[src/rtl/ecap5_dwbdbg_master.sv]
// Byte-stream debug bridge: decodes read/write commands and issues single pipelined Wishbone B4 accesses.
// Latency: cyc/stb rise the cycle after the last command byte; with zero stall and ack next cycle, tx_valid_o rises 2 cycles later.
// Backpressure: rx is stalled while a bus access or response is in progress; response bytes hold until tx_ready_i.
module ecap5_dwbdbg_master #(
   parameter int TIMEOUT_CYCLES = 1024
) (
   input  logic        clk_i,
   input  logic        rst_i,
   input  logic [7:0]  rx_data_i,
   input  logic        rx_valid_i,
   output logic        rx_ready_o,
   output logic [7:0]  tx_data_o,
   output logic        tx_valid_o,
   input  logic        tx_ready_i,
   output logic [31:0] wb_adr_o,
   output logic [31:0] wb_dat_o,
   input  logic [31:0] wb_dat_i,
   output logic [3:0]  wb_sel_o,
   output logic        wb_we_o,
   output logic        wb_stb_o,
   output logic        wb_cyc_o,
   input  logic        wb_ack_i,
   input  logic        wb_stall_i
);
   localparam int TW = $clog2(TIMEOUT_CYCLES);
   localparam logic [TW-1:0] TMO_LAST = TW'(TIMEOUT_CYCLES - 1);

   typedef enum logic [2:0] {
      S_IDLE, S_ADDR, S_DATA, S_WB_REQ, S_WB_WAIT, S_RESP
   } state_t;

   state_t          state, state_nxt;
   logic            we_q;
   logic [1:0]      byte_cnt;
   logic [TW-1:0]   tmo_cnt;
   logic [39:0]     resp_sr;    // {D3,D2,D1,D0,status}, shifted out LSB first
   logic [2:0]      resp_left;
   logic            rx_fire, tx_fire, req_acc, wb_done, tmo_hit, cmd_ok;

   assign rx_ready_o = (state == S_IDLE) || (state == S_ADDR) || (state == S_DATA);
   assign rx_fire    = rx_valid_i && rx_ready_o;
   assign tx_valid_o = (state == S_RESP);
   assign tx_fire    = tx_valid_o && tx_ready_i;
   assign tx_data_o  = resp_sr[7:0];
   assign wb_cyc_o   = (state == S_WB_REQ) || (state == S_WB_WAIT);
   assign wb_stb_o   = (state == S_WB_REQ);
   assign wb_sel_o   = wb_cyc_o ? 4'hF : 4'h0;
   assign wb_we_o    = we_q;
   assign cmd_ok     = (rx_data_i == 8'h01) || (rx_data_i == 8'h02);
   assign req_acc    = wb_stb_o && !wb_stall_i;
   // an ack arriving together with request acceptance completes the access
   assign wb_done    = wb_ack_i && ((state == S_WB_WAIT) || req_acc);
   assign tmo_hit    = wb_cyc_o && !wb_done && (tmo_cnt == TMO_LAST);

   always_ff @(posedge clk_i or negedge rst_i) begin
      if (!rst_i) state <= S_IDLE;
      else        state <= state_nxt;
   end

   always_comb begin
      state_nxt = state;
      case (state)
         S_IDLE:    if (rx_fire) state_nxt = cmd_ok ? S_ADDR : S_RESP;
         S_ADDR:    if (rx_fire && byte_cnt == 2'd3) state_nxt = we_q ? S_DATA : S_WB_REQ;
         S_DATA:    if (rx_fire && byte_cnt == 2'd3) state_nxt = S_WB_REQ;
         S_WB_REQ: begin
            if (wb_done || tmo_hit) state_nxt = S_RESP;
            else if (!wb_stall_i)   state_nxt = S_WB_WAIT;
         end
         S_WB_WAIT: if (wb_done || tmo_hit) state_nxt = S_RESP;
         S_RESP:    if (tx_fire && resp_left == 3'd1) state_nxt = S_IDLE;
         default:   state_nxt = S_IDLE;
      endcase
   end

   always_ff @(posedge clk_i or negedge rst_i) begin
      if (!rst_i) begin
         we_q      <= 1'b0;
         byte_cnt  <= 2'd0;
         tmo_cnt   <= '0;
         resp_sr   <= 40'h0;
         resp_left <= 3'd0;
         wb_adr_o  <= 32'h0;
         wb_dat_o  <= 32'h0;
      end else begin
         tmo_cnt <= '0;
         case (state)
            S_IDLE: if (rx_fire) begin
               byte_cnt <= 2'd0;
               we_q     <= (rx_data_i == 8'h02);
               if (!cmd_ok) begin
                  resp_sr   <= {32'h0, 8'hEE};
                  resp_left <= 3'd1;
               end
            end
            S_ADDR: if (rx_fire) begin
               wb_adr_o[{byte_cnt, 3'b000} +: 8] <= rx_data_i;
               byte_cnt <= byte_cnt + 2'd1;
            end
            S_DATA: if (rx_fire) begin
               wb_dat_o[{byte_cnt, 3'b000} +: 8] <= rx_data_i;
               byte_cnt <= byte_cnt + 2'd1;
            end
            S_WB_REQ, S_WB_WAIT: begin
               tmo_cnt <= tmo_cnt + TW'(1);
               if (wb_done) begin
                  resp_sr   <= we_q ? 40'h0 : {wb_dat_i, 8'h00};
                  resp_left <= we_q ? 3'd1 : 3'd5;
               end else if (tmo_hit) begin
                  resp_sr   <= {32'h0, 8'hEE};
                  resp_left <= 3'd1;
               end
            end
            S_RESP: if (tx_fire) begin
               resp_sr   <= {8'h00, resp_sr[39:8]};
               resp_left <= resp_left - 3'd1;
            end
            default: ;
         endcase
      end
   end
endmodule

[config.mk]
export PLATFORM = sky130hd
export DESIGN_NAME = ecap5_dwbdbg_master
export DESIGN_NICKNAME = d
export VERILOG_FILES = /design/src/rtl/ecap5_dwbdbg_master.sv
export SDC_FILE = /design/constraint.sdc
export NUM_CORES = 1
export LEC_CHECK = 0
export ABC_AREA = 1
export CAP_MARGIN = 25
export CORE_MARGIN = 10
export CORE_UTILIZATION = 46
export DETAILED_ROUTE_END_ITERATION = 7
export PLACE_DENSITY_LB_ADDON = 0.05
export SYNTH_ARGS = -nofsm -noshare
export SYNTH_HDL_FRONTEND = slang
export SYNTH_SLANG_ARGS = --single-unit
[constraint.sdc]
create_clock -name clk_i -period 2 [get_ports clk_i]
set_input_delay 0.5 -clock clk_i [delete_from_list [all_inputs] [get_ports clk_i]]
set_output_delay 0.5 -clock clk_i [all_outputs]
set_load 0.05 [all_outputs]
# Word-level counts from Yosys, hierarchy flattened
# Index checks and enable logic that the tools add are counted.
# Widths: inputs -> output; s select.
totals:
  output_inout_bits: 81
  inputBits: 46
  regBits: 123
  elab_cells: 92
classes:
  n_reduce_logical: 27
  addsub: 4
  eq_ne: 20
  n_mux: 31
  n_shift: 2
op_table:
  columns: ["cell", "count"]
  rows:
  - ["$mux 40", 6]
  - ["$pmux 40 s3", 1]
  - ["$bwmux 32", 2]
  - ["$mux 3", 14]
  - ["$shift 8x7->32 const A", 1]
  - ["$shiftx 8x7->32", 1]
  - ["$pmux 3 s6", 1]
  - ["$ne 2x1->1 const B", 6]
  - ["$add 10x1->10 const B", 1]
  - ["$eq 10x10->1 const B", 1]
  - ["$mux 10", 1]
  - ["$pmux 3 s3", 1]
  - ["$eq 8x1->1 const B", 1]
  - ["$eq 8x2->1 const B", 1]
  - ["$logic_and 1x1->1", 8]
  - ["$neg 5->7", 1]
  - ["$eq 3x1->1 const B", 2]
  - ["$eq 3x2->1 const B", 2]
  - ["$eq 3x3->1 const B", 2]
  - ["$logic_or 1x1->1", 6]
  - ["$reduce_and 2->1", 3]
  - ["$reduce_and 6->1", 1]
  - ["$reduce_and 5->1", 1]
  - ["$mux 2", 2]
  - ["other kinds (15)", 18]

# Depth between registers and ports, before layout
# Gate-level depths: netlist of run 1.
logic_depth:
  word_depth: 10
  mapped_depth: 11
  ltp_nobuf: 11

# Least setup slack after synthesis of run 1
# Ideal clock, no wire load.
synth_timing:
  kind: "register to output"
  start: "register state[0]"
  end: "output wb_sel_o[0]"
  arrival_time_ns: 1.446
  stages_incl_launch_ff: 6
  slack_ns: 0.054
  t_required_ns: 1.500
  path_cell_list: "dfrtp_1 -> nor2_1 -> nand2_1 -> nand2_2 -> buf_2 -> buf_4"
synth_via:
  elab_chain_len: 3
synth_lines:
  columns: ["item", "line", "source"]
  rows:
  - ["start: declaration", "32", "state_t state, state_nxt;"]
  - ["start signal: assignment", "57", "else state <= state_nxt;"]
  - ["$eq 3x2->1 or $eq 3x3->1 (tied branches)", "45", "assign wb_cyc_o = (state == S_WB_REQ) || (state == S_WB_WAIT);"]
  - ["$logic_or 1x1->1 (*)", "45", null]
  - ["via wb_cyc_o", "21", "output logic wb_cyc_o,"]
  - ["$mux 4 (*)", "47", "assign wb_sel_o = wb_cyc_o ? 4'hF : 4'h0;"]
  - ["end: declaration", "18", "output logic [3:0] wb_sel_o,"]
# The timed path passes the listed nets; every way through them passes the cells marked *.

# Final worst setup path of run 1
layout_timing:
  start: "register state[1]"
  end: "output wb_sel_o[1]"
layout_via:
  elab_chain_len: 3
layout_lines:
  columns: ["item", "line"]
  rows:
  - ["$eq 3x2->1 or $eq 3x3->1 (tied branches)", "45"]
  - ["$logic_or 1x1->1 (*)", "45"]
  - ["$mux 4 (*)", "47"]
# Every way passes the cells marked *; elsewhere a longest branch is shown, timed or not.

==> results of run 1 <==
## per-stage QoR
step / worst slack (ps) / cells / area (µm²) / hold slack (ps) / total power [mW]
after floorplan: 54.18 / 642 / 5953 / 204.4 / 8.090
after global placement: -119.6 / 947 / 7541 / 425.5 / 10.20
after detailed placement: -184.6 / 947 / 7541 / 430.6 / 10.32
after CTS: -5.872 / 990 / 8225 / 461.8 / 13.48
after global routing: -81.38 / 993 / 8253 / 495.3 / 14.25
final: -23.99 / 993 / 8253 / 460.7 / 13.42
## flip-flops by register name (all words and copies together) (netlist names)
name       count
wb_adr_o      32
tmo_cnt       10
resp_sr       40
state          3
wb_dat_o      32
byte_cnt       2
wb_we_o        1
resp_left      3
## layout make-up
class / instances / area share (%)
flip-flops and latches: 123 / 37.31
multi-input cells: 442 / 30.73
repair buffers: 184 / 20.68
clock buffers: 19 / 5.367
well taps: 172 / 2.608
inverters: 40 / 1.850
clock inverters: 13 / 1.455
## cell usage after synthesis (3+ instances only)
master / count
ha_1: 8
mux2_2: 56
a21oi_1: 7
xor2_1: 3
dfrtp_1: 123
nand2_1: 186
nand4_1: 39
o21ai_0: 28
mux2_1: 8
nor2_1: 47
nand3_1: 22
buf_6: 4
inv_2: 4
clkbuf_1: 13
nor2_2: 9
o21ai_1: 4
inv_1: 34
nor3_1: 12
nand3_2: 3
buf_4: 13
buf_2: 7
## worst max-delay path, delay by kind of cell (launching register included)
kind | cells | cell delay [ps]
buf+inv | 3 | 380
flops | 1 | 400
simple gates | 3 | 320
## placed cells by master (no fill, tap or decap), types with 2 or more instances in the layout
master,n
nor2_2,10
clkinvlp_4,3
nor4_1,2
o21ai_1,4
nand2_2,5
nand2_4,3
nand4_1,39
inv_1,32
nand2_1,181
o21ai_0,28
nand3_1,21
buf_12,17
mux2_1,8
ha_1,8
clkinv_1,2
mux2_2,56
nor3_1,12
clkdlybuf4s50_1,44
clkbuf_16,17
xor2_1,3
nor2_1,45
a21oi_1,7
nand3_2,4
inv_2,5
clkinv_2,3
dfrtp_1,122
buf_4,122
clkinv_4,5
## what timing repair did
| item | CTS | global route |
|---|---|---|
| setup endpoints to repair | 8 | 8 |
| pin swaps | 4 | 1 |
| hold buffers | 1 | 0 |
| setup buffers | 10 | 3 |
| gates resized for setup | 14 | 1 |
| hold endpoints to repair | 22 | 0 |
| cloned | 0 | 0 |
## routing by layer
layer,share of wire [%],vias to the layer above,global-route usage [%]
li1,-,2457,-
met1,42,2383,20.74
met2,51,115,30.29
met3,6.0,24,6.917
met4,1.1,0,5.925
met5,0,-,0
## kinds of logic (layout without fill, tap and decap cells)
family                   count (synthesis)  count (layout)  share of synthesized area (%)
AO/OA/AOI/OAI                           41              41                          3.510
XOR/XNOR                                 3               3                         0.4414
adder cells (fa/ha/maj)                  8               8                          1.681
buffers and inverters                   77             256                          6.326
flip-flops                             123             123                          51.70
multiplexers                            64              64                          12.11
AND/OR/NAND/NOR                        326             326                          24.23
## worst max path at each step
stage / from / endpoint / slack, ps
final: state[1]$_DFFE_PN0P_ / wb_sel_o[1] / -20
after global placement: rx_valid_i / wb_adr_o[15]$_DFFE_PN0P_ / -120
after global routing: state[1]$_DFFE_PN0P_ / wb_sel_o[1] / -80
after CTS: state[1]$_DFFE_PN0P_ / wb_sel_o[2] / -6
after detailed placement: rx_valid_i / wb_adr_o[13]$_DFFE_PN0P_ / -180
after floorplan: state[0]$_DFFE_PN0P_ / wb_sel_o[0] / 50
## report_power, final
group / leakage [nW] / internal [mW] / switching, mW
combinational: 2.31 / 2.49 / 4.38
clock: 0.269 / 1.74 / 1.12
sequential: 1.68 / 3.23 / 0.455
==> summary.txt, run 1 <==
Max-Cap Viols - 0
critical path type - flop to output pin
Synth area leaders - dfrtp_1, nand2_1, mux2_2
RSZ-0062 raised after global routing - true
relative slew slack - 73.32%
P_leak - 4.253 nW
required time of the critical path - 1500 ps
Residual DRC - 0
FF-to-FF path depth - 11
slowest stage cell, crit path - dfrtp_1
Mean Syn Cell Area - 9.273 µm²
min-delay src - tmo_cnt[0]$_DFF_PN0_
Crit path arrival time - 1520 ps
Crit path largest cell delay - 400 ps
GRT overflow - 0
post-synthesis sequential area ratio - 51.70%
PortBufs - 126
failing checks - setup timing
TritonCTS clock tree - done
Final nets - 862
Crit Path Max Fanout - 6
Area growth syn-to-layout - 38.63%
vias in the first global route - 5309
# setup viols final - 5
pin count of the biggest net entering global routing - 42
Root Buffer - clkbuf_16
Clock Sinks - 123
Initial Util - 46.98%
antenna violations before repair - 0
Clock Path Buffers - 2
clock transition at the registers of the reported paths - 60 ps
chip height - 133.8 µm
Core ar. - 12670 µm²
Synth async-reset ratio - 100.0%
status - finished, violations left
GRT Util Overall - 18.07%
reg2reg end - resp_sr[18]$_DFFE_PN0P_
Final period util - 101.2%
first-pass GRT wire length - 26.28 mm
hold endpoint - tmo_cnt[0]$_DFF_PN0_
Die X - 133.8 µm
top-area cell type share of the netlist area - 51.70%
post-synthesis cell area - 5953 µm²
Critical Path Most Common Cell - buf_12
Slew @ Worst Pin - 396.6 ps
Final Core Density - 65.13%
crit start category - flop
fin worst setup slack - -23.99 ps
TritonRoute pass-1 iters - 4
Hold Vio Cnt, Final - 0
synth warn - 0
CP endpoint kind - output pin
vias per inst - 5.014
Max Fclk - 0.4941 GHz
die outline area - 17890 µm²
drt initial violations - 349
Most used DFF post-synth - dfrtp_1
fill count - 1090
CTS H-tree depth - 4
drt total wl - 15.80 mm
clock buffer count from CTS - 17
# diodes - 0
Slew Limit Fails - 0
Max VDD drop - 0.7969 mV
Routed Antenna Nets - 0
clk_lat worst skew - 420 ps
GPL Wtd Cong - 0.8524
TNS Setup - -115.3 ps
FF/Latch Area - 3079 µm²
FF-to-FF setup slack - 170 ps
post-synth net total - 696
Post-Syn Instances - 642
WL/cell - 15.91 µm
P per Cell Area - 1626 nW/µm²
FF+latch count, synth - 123
cell accounting for the most synthesized area - dfrtp_1
hpwl dp - 11.70 mm
Post-synth EDFFs - 0
DR vias - 4979
RR Startpoint - state[1]$_DFFE_PN0P_
hold path cells - 1
Hold Path Class - flop to flop
Ports - 127
Final min period - 2024 ps
Critical Path, Cell by Cell - inv_2 > nor2_4 > nand2_2 > nand2_4 > buf_12 > buf_12
share of cells above drive strength 1 - 31.30%
Clock Skews - 7.196 ps
Yosys cell types - 30
area taken by multi-input logic gates - 2536 µm²
Std-Cell Rows - 41
No activity file was read; power rests on OpenSTA's default activity.
==> run 2: changes to the inputs <==
--- a/config.mk
+++ b/config.mk
@@ -10,7 +10,7 @@
 export CORE_MARGIN = 10
 export CORE_UTILIZATION = 46
 export DETAILED_ROUTE_END_ITERATION = 7
-export PLACE_DENSITY_LB_ADDON = 0.05
+export PLACE_DENSITY = 0.78
 export SYNTH_ARGS = -nofsm -noshare
 export SYNTH_HDL_FRONTEND = slang
 export SYNTH_SLANG_ARGS = --single-unit
==> run 2 against run 1 <==
  * The run now ends clean
  * Sequential cell count is the same
  * Fmax rose by 1.6%
  * Clock skew down 0.60 ps
  * Die area unchanged
  * Setup slack gained 32 ps
  * Critical path type unchanged
  * Highest routed layer unchanged
==> summary.txt, run 2 (same netlist as run 1, synthesis figures left out) <==
clk_lat worst skew - 420 ps (about the same)
max FFs per register - 40 (unchanged)
GRT Util Overall - 18.27% (+0.21 points)
Top Registers - resp_sr (40), wb_adr_o (32), wb_dat_o (32)
P_leak - 4.277 nW (+0.58%)
RSZ-0062 raised after global routing - true
FF-to-FF setup slack - 80 ps (-90 ps)
Pwr Total - 13.61 mW (+1.4%)
Routed Antenna Nets - 0 (unchanged)
hpwl dp - 11.79 mm (+0.81%)
RR Startpoint - state[1]$_DFFE_PN0P_
drt initial violations - 362 (+3.7%)
Initial Util - 46.98% (unchanged)
GPL Wtd Cong - 0.8590 (+0.77%)
Clock Path Buffers - 2 (unchanged)
crit start category - flop
TritonCTS clock tree - done
relative slew slack - 72.13% (-1.2 points)
Max VDD drop - 1.028 mV (+29%)
Place WS - -121.2 ps (+63.44 ps)
Largest Register - resp_sr
Crit Path Max Fanout - 5 (-1)
WL/cell - 16.31 µm (+2.5%)
Crit path arrival time - 1490 ps (-30 ps)
Slew @ Worst Pin - 414.3 ps (+17.69 ps)
DR vias - 5179 (+4.0%)
Root Buffer - clkbuf_16
Final Core Density - 65.47% (+0.34 points)
critical path type - flop to output pin
vias in the first global route - 5410 (+1.9%)
Die X - 133.8 µm (unchanged)
required time of the critical path - 1500 ps (about the same)
GRT overflow - 0 (unchanged)
Core ar. - 12670 µm² (unchanged)
clock transition at the registers of the reported paths - 60 ps (about the same)
PortBufs - 126 (unchanged)
chip height - 133.8 µm (unchanged)
Post-Layout Cell Count - 995 (+0.20%)
Std-Cell Rows - 41 (unchanged)
# diodes - 0 (unchanged)
drt total wl - 16.23 mm (+2.8%)
TritonRoute pass-1 iters - 5 (+1)
# setup viols final - 0 (-5)
Area growth syn-to-layout - 39.34%
Final nets - 864 (+0.23%)
Ports - 127 (unchanged)
Final period util - 99.58% (-1.6 points)
pin count of the biggest net entering global routing - 43 (+2.4%)
Inst Count DP - 948 (+0.11%)
antenna violations before repair - 0 (unchanged)
Max-Cap Viols - 0 (unchanged)
clock buffer count from CTS - 17 (unchanged)
Max Fclk - 0.5021 GHz (+1.6%)
Clock Sinks - 123 (unchanged)
Hold Path Class - input pin to async pin
die outline area - 17890 µm² (unchanged)
CTS H-tree depth - 4 (unchanged)
Hold Vio Cnt, Final - 0 (unchanged)
Final min period - 1992 ps (-32.32 ps)
share of cells above drive strength 1 - 31.83% (+0.53 points)
most common cell after layout, fill and taps aside - nand2_1
most frequent cells in the layout - nand2_1, buf_4, dfrtp_1
P per Cell Area - 1640 nW/µm² (+0.90%)
status - complete, no violations
fin worst setup slack - 8.334 ps (+32.32 ps)
FF-to-FF path depth - 12 (+1)
Clock Skews - 6.601 ps (-0.5954 ps)
vias per inst - 5.205 (+3.8%)
CP endpoint kind - output pin
Residual DRC - 0 (unchanged)
reg2reg end - resp_sr[27]$_DFFE_PN0P_
Slew Limit Fails - 0 (unchanged)
first-pass GRT wire length - 26.77 mm (+1.8%)
## run 2: area by class of cell
cell class | count | area [µm²]
clock buffers | 17 | 425.4
inverters | 40 | 155.1
repair buffers | 186 | 1757
multi-input cells | 442 | 2536
well taps | 172 | 215.2
clock inverters | 15 | 127.6
flip-flops and latches | 123 | 3079
fillers | 1007 | 4375
## run 2: timing repair
action | in CTS | in global routing
setup buffers | 7 | 7
cloned | 1 | 0
resized for setup | 15 | 5
endpoints found under the setup margin | 8 | 8
pin swaps | 5 | 5
hold buffers | 0 | 0
## run 2: critical path: stages (launching register included)
cell     delay, ps
dfrtp_1        400
inv_2           90
nor2_4         140
nand2_2         90
nand2_4         80
buf_12         130
buf_12         130
## run 2: worst max path at each step
| stage | start | to | slack (ps) | cells past startpoint |
|---|---|---|---|---|
| after floorplan | state[0]$_DFFE_PN0P_ | wb_sel_o[0] | 50 | 5 |
| after global placement | rx_valid_i | wb_adr_o[14]$_DFFE_PN0P_ | -60 | 5 |
| after detailed placement | rx_valid_i | wb_adr_o[8]$_DFFE_PN0P_ | -120 | 5 |
| after CTS | state[1]$_DFFE_PN0P_ | wb_sel_o[1] | -20 | 6 |
| after global routing | state[1]$_DFFE_PN0P_ | wb_sel_o[1] | -60 | 6 |
| final | state[1]$_DFFE_PN0P_ | wb_sel_o[1] | 8 | 6 |
## run 2: layer usage
layer | routed length [µm] | vias to the layer above | global-route usage (%)
met5 | 0 | - | 0
met4 | 310 | 0 | 6.227
met3 | 1242 | 22 | 7.105
met2 | 7737 | 168 | 29.13
met1 | 6940 | 2537 | 22.09
li1 | - | 2452 | -
## run 2: per-stage QoR
step	hold slack (ps)	setup TNS [ps]	instance area, µm²
2_1_floorplan	204.4	0	5953
3_3_place_gp	435.1	-2181	7561
3_5_place_dp	445.0	-6578	7561
4_1_cts	6.882	-83.46	8235
5_1_grt	14.83	-388.1	8295
6_report	5.827	0	8295
## run 2: power breakdown
part / total [mW] / leakage (nW) / internal, mW / switching (mW)
registers: 3.67 / 1.68 / 3.23 / 0.448
clock network: 2.84 / 0.273 / 1.70 / 1.14
logic: 7.09 / 2.33 / 2.62 / 4.47
total: 13.6 / 4.28 / 7.55 / 6.06
==> run 3: changes to the inputs <==
--- a/config.mk
+++ b/config.mk
@@ -6,11 +6,12 @@
 export NUM_CORES = 1
 export LEC_CHECK = 0
 export ABC_AREA = 1
-export CAP_MARGIN = 25
+export CAP_MARGIN = 10
 export CORE_MARGIN = 10
 export CORE_UTILIZATION = 46
 export DETAILED_ROUTE_END_ITERATION = 7
 export PLACE_DENSITY = 0.78
+export SKIP_CTS_REPAIR_TIMING = 1
 export SYNTH_ARGS = -nofsm -noshare
 export SYNTH_HDL_FRONTEND = slang
 export SYNTH_SLANG_ARGS = --single-unit
==> run 3 against run 2 <==
  * The flow now finishes with violations (setup timing)
  * Utilization is 0.22 points lower
  * Setup slack got worse by 51 ps
  * Largest cell class unchanged
  * Cell area fell by 0.33%
  * Global-route usage shrank 0.25 points
  * Critical path type unchanged
  * Cell count shrank 0.20%
  * Die area stayed put
==> summary.txt, run 3 (same netlist as run 1, synthesis figures left out) <==
status - finished, violations left
failing checks - setup timing
Final Core Density - 65.25% (-0.22 points)
share of cells above drive strength 1 - 31.43% (-0.41 points)
hpwl dp - 11.79 mm (unchanged)
# setup viols final - 5 (+5)
Crit Path Max Fanout - 5 (unchanged)
TritonCTS clock tree - done
antenna violations before repair - 0 (unchanged)
Area growth syn-to-layout - 38.88%
Largest Register - resp_sr
TNS Setup - -210.1 ps (-210.1 ps)
Max Fclk - 0.4895 GHz (-2.5%)
Residual DRC - 0 (unchanged)
FF-to-FF path depth - 8 (-4)
Std-Cell Rows - 41 (unchanged)
Crit path arrival time - 1540 ps (+50 ps)
Final nets - 862 (-0.23%)
most frequent cells in the layout - nand2_1, dfrtp_1, buf_4
RR Startpoint - tmo_cnt[0]$_DFF_PN0_
WL/cell - 16.16 µm (-0.93%)
Ports - 127 (unchanged)
Clock Sinks - 123 (unchanged)
crit start category - flop
CP endpoint kind - output pin
slowest stage cell, crit path - dfrtp_1
max FFs per register - 40 (unchanged)
drt initial violations - 408 (+13%)
fin worst setup slack - -42.81 ps (-51.14 ps)
TritonRoute pass-1 iters - 5 (unchanged)
clk_lat worst skew - 420 ps (about the same)
Die X - 133.8 µm (unchanged)
GRT Util Overall - 18.03% (-0.25 points)
pin count of the biggest net entering global routing - 43 (unchanged)
Core ar. - 12670 µm² (unchanged)
first-pass GRT wire length - 26.39 mm (-1.4%)
critical path type - flop to output pin
# diodes - 0 (unchanged)
chip height - 133.8 µm (unchanged)
clock buffer count from CTS - 17 (unchanged)
drt total wl - 16.05 mm (-1.1%)
Max VDD drop - 1.028 mV (about the same)
PortBufs - 126 (unchanged)
Clock Skews - 6.563 ps (-0.03706 ps)
vias per inst - 5.144 (-1.2%)
Initial Util - 46.98% (unchanged)
vias in the first global route - 5315 (-1.8%)
Root Buffer - clkbuf_16
Max-Cap Viols - 0 (unchanged)
reg2reg end - resp_sr[27]$_DFFE_PN0P_
clock transition at the registers of the reported paths - 60 ps (about the same)
Critical Path Most Common Cell - buf_12
RSZ-0062 raised after global routing - true
Post-Layout Cell Count - 993 (-0.20%)
Hold Path Class - input pin to async pin
Clock Path Buffers - 2 (unchanged)
FF-to-FF setup slack - 220 ps (+140 ps)
worst setup path endpoint - wb_sel_o[1]
Worst Setup SP - state[1]$_DFFE_PN0P_
Slew Limit Fails - 0 (unchanged)
Routed Antenna Nets - 0 (unchanged)
die outline area - 17890 µm² (unchanged)
required time of the critical path - 1500 ps (about the same)
FF/Latch Area - 3079 µm² (unchanged)
CTS H-tree depth - 4 (unchanged)
DR vias - 5108 (-1.4%)
area taken by multi-input logic gates - 2531 µm² (-0.20%)
Crit path largest cell delay - 390 ps (about the same)
P per Cell Area - 1634 nW/µm² (-0.38%)
P_leak - 4.262 nW (-0.36%)
Final period util - 102.1% (+2.6 points)
relative slew slack - 72.51% (+0.38 points)
GRT overflow - 0 (unchanged)
Top Registers - resp_sr (40), wb_adr_o (32), wb_dat_o (32)
Slew @ Worst Pin - 408.6 ps (-5.649 ps)
Hold Vio Cnt, Final - 0 (unchanged)
fill count - 1006 (-0.099%)
Final min period - 2043 ps (+51.14 ps)
Place WS - -121.2 ps (unchanged)
Inst Count DP - 948 (unchanged)
Critical Path, Cell by Cell - inv_2 > nor2_4 > nand2_2 > nand2_4 > buf_12 > buf_12
GPL Wtd Cong - 0.8590 (unchanged)
most common cell after layout, fill and taps aside - nand2_1
[run 3: cell count changes in the layout (fill, tap and decap cells not counted), sizes merged]
cell    previous run  this run
buf              141       139
bufbuf             1         0
clkbuf            17        18
[run 3: worst min path at each step]
stage | from | endpoint | slack, ps
after floorplan | rst_i | byte_cnt[0]$_DFFE_PN0P_ | 200
after global placement | rst_i | resp_sr[3]$_DFFE_PN0P_ | 440
after detailed placement | rst_i | resp_sr[3]$_DFFE_PN0P_ | 440
after CTS | rst_i | resp_sr[3]$_DFFE_PN0P_ | 7
after global routing | rst_i | resp_sr[3]$_DFFE_PN0P_ | 10
final | rst_i | resp_sr[3]$_DFFE_PN0P_ | 6
[run 3: per-layer routing]
| metal | GRT usage (%) | vias up | part of all wire, % |
|---|---|---|---|
| li1 | - | 2457 | - |
| met4 | 5.623 | 0 | 1.6 |
| met1 | 21.95 | 2487 | 43 |
| met5 | 0 | - | 0 |
| met2 | 28.55 | 145 | 48 |
| met3 | 7.331 | 19 | 7.5 |
[run 3: stage by stage]
stage | cell area (µm²) | hold slack [ps] | power, mW
after floorplan | 5953 | 204.4 | 8.090
after global placement | 7561 | 435.1 | 10.17
after detailed placement | 7561 | 445.0 | 10.33
after CTS | 8114 | 6.882 | 13.23
after global routing | 8268 | 14.83 | 14.30
final | 8268 | 6.244 | 13.51
[run 3: area by class of cell]
cell class | count | area share, %
timing repair buffer | 184 | 20.97
clock buffer | 17 | 5.145
clock inverter | 15 | 1.544
inverter | 40 | 1.877
tap | 172 | 2.603
sequential | 123 | 37.24
multi-input combinational | 442 | 30.61
[run 3: critical path: cells and delay by family (launching register included)]
kind | cells | cell delay [ps]
flops | 1 | 390
buf+inv | 3 | 360
simple gates | 3 | 360
[run 3: power breakdown]
| group | switching, mW | internal (mW) |
|---|---|---|
| clock network | 1.14 | 1.70 |
| logic | 4.44 | 2.56 |
| registers | 0.444 | 3.23 |
